`src/rtl/wb_mstr_arb2.sv`:
```
// Two-master, one-slave Wishbone classic arbiter: round-robin grant held for a whole CYC.
// Optional stall watchdog is built when WB_MSTR_ARB2_WDOG_EN is defined.
module wb_mstr_arb2 #(
  parameter int AW        = 32,
  parameter int DW        = 32,
  parameter int TO_CYCLES = 255
) (
  input  logic            wb_clk_i,
  input  logic            wb_rst_n_i,
  input  logic            m0_cyc_i,
  input  logic            m0_stb_i,
  input  logic            m0_we_i,
  input  logic [DW/8-1:0] m0_sel_i,
  input  logic [AW-1:0]   m0_adr_i,
  input  logic [DW-1:0]   m0_dat_i,
  output logic [DW-1:0]   m0_dat_o,
  output logic            m0_ack_o,
  output logic            m0_err_o,
  input  logic            m1_cyc_i,
  input  logic            m1_stb_i,
  input  logic            m1_we_i,
  input  logic [DW/8-1:0] m1_sel_i,
  input  logic [AW-1:0]   m1_adr_i,
  input  logic [DW-1:0]   m1_dat_i,
  output logic [DW-1:0]   m1_dat_o,
  output logic            m1_ack_o,
  output logic            m1_err_o,
  output logic            s_cyc_o,
  output logic            s_stb_o,
  output logic            s_we_o,
  output logic [DW/8-1:0] s_sel_o,
  output logic [AW-1:0]   s_adr_o,
  output logic [DW-1:0]   s_dat_o,
  input  logic [DW-1:0]   s_dat_i,
  input  logic            s_ack_i,
  input  logic            s_err_i,
  output logic [1:0]      gnt_o
);

  // One-hot encoding so the state register is the grant vector itself.
  typedef enum logic [1:0] {
    IDLE = 2'b00,
    GNT0 = 2'b01,
    GNT1 = 2'b10
  } state_e;

  localparam logic [15:0] TO_LIM = 16'(TO_CYCLES);

  state_e state_q, state_d;
  logic   last_q, last_d;

  logic            cyc_mux, stb_mux, we_mux;
  logic [DW/8-1:0] sel_mux;
  logic [AW-1:0]   adr_mux;
  logic [DW-1:0]   dat_mux;
  logic            wd_to;

  always_comb begin
    state_d = state_q;
    last_d  = last_q;
    case (state_q)
      IDLE: begin
        if (m0_cyc_i && m1_cyc_i) state_d = last_q ? GNT0 : GNT1;
        else if (m0_cyc_i)        state_d = GNT0;
        else if (m1_cyc_i)        state_d = GNT1;
      end
      GNT0: begin
        if (!m0_cyc_i) begin
          last_d  = 1'b0;
          state_d = m1_cyc_i ? GNT1 : IDLE;
        end
      end
      GNT1: begin
        if (!m1_cyc_i) begin
          last_d  = 1'b1;
          state_d = m0_cyc_i ? GNT0 : IDLE;
        end
      end
      default: state_d = IDLE;
    endcase
  end

  always_ff @(posedge wb_clk_i or negedge wb_rst_n_i) begin
    if (!wb_rst_n_i) begin
      state_q <= IDLE;
      last_q  <= 1'b1;
    end else begin
      state_q <= state_d;
      last_q  <= last_d;
    end
  end

  // Slave mux follows the registered grant, so a handover clock always shows CYC low.
  always_comb begin
    cyc_mux = 1'b0;
    stb_mux = 1'b0;
    we_mux  = 1'b0;
    sel_mux = '0;
    adr_mux = '0;
    dat_mux = '0;
    case (state_q)
      GNT0: begin
        cyc_mux = m0_cyc_i;
        stb_mux = m0_stb_i;
        we_mux  = m0_we_i;
        sel_mux = m0_sel_i;
        adr_mux = m0_adr_i;
        dat_mux = m0_dat_i;
      end
      GNT1: begin
        cyc_mux = m1_cyc_i;
        stb_mux = m1_stb_i;
        we_mux  = m1_we_i;
        sel_mux = m1_sel_i;
        adr_mux = m1_adr_i;
        dat_mux = m1_dat_i;
      end
      default: ;
    endcase
  end

`ifdef WB_MSTR_ARB2_WDOG_EN
  logic [15:0] wd_cnt_q, wd_cnt_d;

  assign wd_to = (wd_cnt_q == TO_LIM);

  always_comb begin
    wd_cnt_d = wd_cnt_q + 16'd1;
    if (wd_to || (state_d != state_q) || !stb_mux || s_ack_i || s_err_i)
      wd_cnt_d = '0;
  end

  always_ff @(posedge wb_clk_i or negedge wb_rst_n_i) begin
    if (!wb_rst_n_i) wd_cnt_q <= '0;
    else             wd_cnt_q <= wd_cnt_d;
  end
`else
  logic unused_to_lim;
  assign unused_to_lim = ^TO_LIM;
  assign wd_to         = 1'b0;
`endif

  assign s_cyc_o = cyc_mux & ~wd_to;
  assign s_stb_o = stb_mux & ~wd_to;
  assign s_we_o  = we_mux;
  assign s_sel_o = sel_mux;
  assign s_adr_o = adr_mux;
  assign s_dat_o = dat_mux;

  assign gnt_o    = state_q;
  assign m0_ack_o = s_ack_i & state_q[0];
  assign m1_ack_o = s_ack_i & state_q[1];
  assign m0_err_o = (s_err_i | wd_to) & state_q[0];
  assign m1_err_o = (s_err_i | wd_to) & state_q[1];
  assign m0_dat_o = s_dat_i;
  assign m1_dat_o = s_dat_i;

endmodule

```
`config.mk`:
```
export PLATFORM = sky130hd
export DESIGN_NAME = wb_mstr_arb2
export DESIGN_NICKNAME = d
export VERILOG_FILES = /design/src/rtl/wb_mstr_arb2.sv
export SDC_FILE = /design/constraint.sdc
export NUM_CORES = 1
export LEC_CHECK = 0
export ABC_AREA = 1
export CORE_AREA = 2 2 124 126
export DETAILED_ROUTE_END_ITERATION = 10
export DIE_AREA = 0 0 126 128
export SLEW_MARGIN = 15
export SYNTH_ARGS = -nofsm -noshare
export SYNTH_HDL_FRONTEND = slang
export SYNTH_SLANG_ARGS = --single-unit
```
`constraint.sdc`:
```
create_clock -name wb_clk_i -period 2.3 [get_ports wb_clk_i]
set_clock_uncertainty 0.2 [all_clocks]
set_input_delay 0.46 -clock wb_clk_i [delete_from_list [all_inputs] [get_ports wb_clk_i]]
set_output_delay 0.46 -clock wb_clk_i [all_outputs]
set_load 0.1 [all_outputs]
```
Word-level counts from Yosys, hierarchy flattened
Cells that the tools add are included.
- bits of input ports: 178
- logic and storage cells: 34
- output and inout bits: 141
- register bits after elaboration: 3
- equality and inequality tests: 5
- bitwise operators: 4
- muxes and demuxes: 18
- reduce and logical (&&, ||, !) cells: 5
- operators by type and width (operator ; count):
    $pmux W32 S2 ; 2
    $mux W2 ; 7
    $pmux W1 S2 ; 4
    $pmux W4 S2 ; 1
    $pmux W2 S3 ; 1
    $reduce_and A3 Y1 ; 2
    $and A1 B1 Y1 ; 4
    $ne A2 B2 Y1 const B ; 2
    $ne A4 B4 Y1 const B ; 1
    $mux W1 ; 3
    $eq A2 B1 Y1 const B ; 1
    $eq A2 B2 Y1 const B ; 1
    $logic_not A2 Y1 ; 1
    $reduce_bool A2 Y1 ; 1
    $logic_and A1 B1 Y1 ; 1

Depth between registers and ports, before layout
- depth after elaboration: 4
- mapped depth: 10
- gate-level depth less buffers: 9

Least setup slack after synthesis
Ideal clock, no wire load.
- kind: register to output
- from: register state_q[0], in the netlist gnt_o[0]
- to: output s_adr_o[0]
- required time: 1.640 ns
- cell stages (with the launch flop): 6
- data arrival time: 3.244 ns
- slack: -1.604 ns
- buffers on the path: 1
- cells stage by stage: dfrtp_1 -> inv_1 -> ha_1 -> inv_2 -> clkbuf_1 -> a21oi_1
- word-level cells in the longest chain between the ends: 2
- elaborated cells between the ends (all ways): 3
- those cells by class: eq/ne (2); mux (1)
- RTL lines (what ; RTL line ; text):
    start: declaration ; 49 ; state_e state_q, state_d;
    start signal: assignment ; 88 ; state_q <= state_d;
    $eq A2 B2 Y1 / $eq A2 B1 Y1 (equally long branches) ; 101 ; case (state_q)
    $pmux W32 S2 (*) ; 101 ;
    end: declaration ; 32 ; output logic [AW-1:0] s_adr_o,
Mark *: on every way between the ends. The rest lies on a longest branch, timed or not.

Final worst setup path
- from: register state_q[1], in the netlist gnt_o[1]
- to: output s_we_o
- word-level cells in the longest chain between the ends: 2
- elaborated cells between the ends (all ways): 3
- those cells by class: eq/ne (2); mux (1)
- RTL lines (what ; RTL line ; text):
    $eq A2 B2 Y1 / $eq A2 B1 Y1 (equally long branches) ; 101 ;
    $pmux W1 S2 (*) ; 101 ;
    end: declaration ; 30 ; output logic s_we_o,
Marked as above.

==> run summary <==
Slowest CP cell - dfrtp_4
Starting DRC count in detailed routing - 48
R2r setup slk - 0.55 ns
Fin nets - 698
Area growth syn-to-layout - 240%
Crit Path Max Fanout - 10
Crit end category - primary output
Routed vias/inst - 4.09
GR Layer Usage met1 - 14.1%
Row cnt - 45
Unrepaired setup endpoints after global routing - true
Core area - 14900 um2
Busiest grt layer - met2
Longest Clk Path Bufs - 2
CTS sink count - 3
Register area share after synthesis - 4.29%
Ratio of cells with drive above 1 in the final layout - 51.6%
Largest net degree at the start of global routing - 20
Vias - 2870
PnR worst setup slack - -0.0830 ns
WL per Instance - 15.3 um
Worst EP arrival - 1.72 ns
Max Cap Viol - 0
Synth cell types - 17
Status - complete, but fails checks
Port Buffer Count - 222
Syn Nets - 527
Storage cell area - 83.8 um2
Total gr overflow - 0
Critical path type - register to primary output
Placed insts - 682
Hold Violations, Final - 0
Detail Placement HPWL - 7690 um
Inserted Clock Buffers - 3
Final Core Density - 40.7%
Clock period minus worst slack - 2.38 ns
Required time of the critical path - 1.64 ns
Clk pin slew, worst setup/hold paths - 0.03 ns
Largest delay share family, worst path - buffers and inverters
Multi-input logic area - 2070 um2
Initial antenna violation count - 0
First-pass iteration count of the detailed router - 4
Clock Latency Late Sink - 0.22 ns
Critical Path, Cell by Cell - inv_4 -> buf_4 -> ha_4 -> inv_8 -> clkbuf_16 -> a21oi_4 -> buf_12
Startpoint types - register
Total GRT Usage - 12.5%
Worst path buffer plus inverter count - 5
Max-Slew Margin vs Limit - 86.8%
Static leakage - 2.06 nW
Worst slew pin tran - 0.199 ns
First-pass GRT wire length - 16200 um
Post-Layout Cell Count - 702
CTS tree - done
Critical Path Max Stage Delay - 0.43 ns
Clock root buffer - clkbuf_16
Most frequent cells in the layout - clkdlybuf4s50_1 (145), nand2_1 (90), buf_12 (89)
WL final - 10700 um
Die Area - 16100 um2
Slew Viols, Final - 0
ANT nets after route - 0
Filler Cell Count - 1451
Die Y - 128 um
Die X - 126 um
Ports - 319
Worst reg2reg path endpoint - gnt_o[0]
Number of global-route vias before repair - 3041
Synth top area share - 33.8%
Failing checks - negative setup slack
Finish-stage setup viols - 71
Flip-flop and latch count after synthesis - 3
Gpl congestion - 0.770
Reg2reg start - gnt_o[0]
Most common cell after layout, fill and taps aside - clkdlybuf4s50_1
Max Fclk - 420 MHz
Syn_area_per_cell - 5.17 um2
Deepest level of the CTS H-tree - 1
Final worst-path cycle share - 104%
DR DRC count - 0
Synth area leader - nand2_1
Pwr Density - 1640 nW/um2
Met2 Use GR - 23.4%
Initial cell density of the core - 12.0%
GR met3 Demand/Resource - 3.76%
Post-Syn Instances - 344
Yosys warnings - 0
Worst VDD drop - 0.629 mV
FF-to-FF path depth - 10
Top cells by area, synth - nand2_1 (34%), buf_4 (28%), a21oi_1 (20%)
Mapped Area - 1780 um2
Antenna cells - 0
Tightest Hold Check Type - input port to async pin
## synthesized netlist by cell type
cell	instances
a21oi_1	70
nor2_2	1
nand3_1	2
nand3b_1	1
ha_1	5
nand2_2	2
nand2_1	160
buf_2	13
buf_4	67
buf_6	1
o21ai_0	1
dfrtp_1	2
inv_2	2
dfstp_2	1
inv_1	9
clkbuf_1	6
nor2_1	1
## where the power goes
| part | internal [mW] | switching [mW] | total (mW) |
|---|---|---|---|
| combinational | 3.53 | 6.01 | 9.53 |
| clock | 0.229 | 0.0474 | 0.276 |
| sequential | 0.0923 | 0.0315 | 0.124 |
| total | 3.85 | 6.08 | 9.93 |
## worst register-to-register path, cell delays in order, from the launching register on
cell,delay (ns)
dfrtp_4,0.51
ha_4,0.20
buf_12,0.14
buf_12,0.15
nand2_4,0.07
nand2_2,0.05
inv_2,0.08
nand2_2,0.07
nor2_2,0.10
nand2_1,0.06
nand2_1,0.06
## sequential cells by signal, indices dropped and copies added, names as in the netlist
register  cells
gnt_o         2
last_q        1
## timing repair
| action | 4_1_cts | 5_1_grt |
|---|---|---|
| hold buffers | 0 | 0 |
| pin swaps | 10 | 10 |
| gates resized for setup | 33 | 35 |
| endpoints found under the setup margin | 71 | 71 |
| gates cloned | 5 | 3 |
| setup buffers | 11 | 0 |
## worst max-delay path by stage
stage	startpoint	endpoint	slack, ns	cells past startpoint
2_1_floorplan	gnt_o[1]	s_adr_o[24]	-0.50	6
3_3_place_gp	gnt_o[0]	s_dat_o[28]	0.11	6
3_5_place_dp	gnt_o[0]	s_dat_o[28]	0.06	6
4_1_cts	gnt_o[0]	s_adr_o[16]	-0.14	7
5_1_grt	gnt_o[0]	s_dat_o[12]	-0.14	6
6_report	gnt_o[1]	s_we_o	-0.08	7
## cell type report
cell class | count | share of cell area, %
Timing Repair Buffer | 253 | 58.3
Multi-Input combinational cell | 243 | 34.2
Tap cell | 188 | 3.89
Sequential cell | 3 | 1.39
Clock buffer | 4 | 1.30
Inverter | 11 | 0.931
## cells by family (layout without fill, tap and decap cells)
group / count (synthesis) / in the layout / share of synthesized area [%]
adder cells (fa/ha/maj): 5 / 5 / 3.52
AND/OR/NAND/NOR: 167 / 167 / 36.0
buffers and inverters: 98 / 268 / 36.2
flip-flops: 3 / 3 / 4.29
AO/OA/AOI/OAI: 71 / 71 / 20.0
## metrics by stage
| step | instance area [um2] | hold WS, ns | setup WS (ns) | power, mW | setup TNS (ns) |
|---|---|---|---|---|---|
| 2_1_floorplan | 2700 | -0.0356 | -0.501 | 6.40 | -19.30 |
| 3_3_place_gp | 5420 | 0.266 | 0.107 | 8.62 | 0 |
| 3_5_place_dp | 5420 | 0.281 | 0.0579 | 8.71 | 0 |
| 4_1_cts | 5880 | 0.224 | -0.141 | 9.72 | -6.72 |
| 5_1_grt | 6050 | 0.228 | -0.138 | 10.3 | -7.52 |
| 6_report | 6050 | 0.222 | -0.0830 | 9.93 | -3.95 |
## routing by layer
metal,wire length (um),share of wire (%),vias up
met1,4100,38,1333
met3,991,9.2,6
met4,81,0.76,0
met5,0,0,-
met2,5550,52,179
li1,-,-,1352
Note: power is estimated with default switching activity, not from simulation.
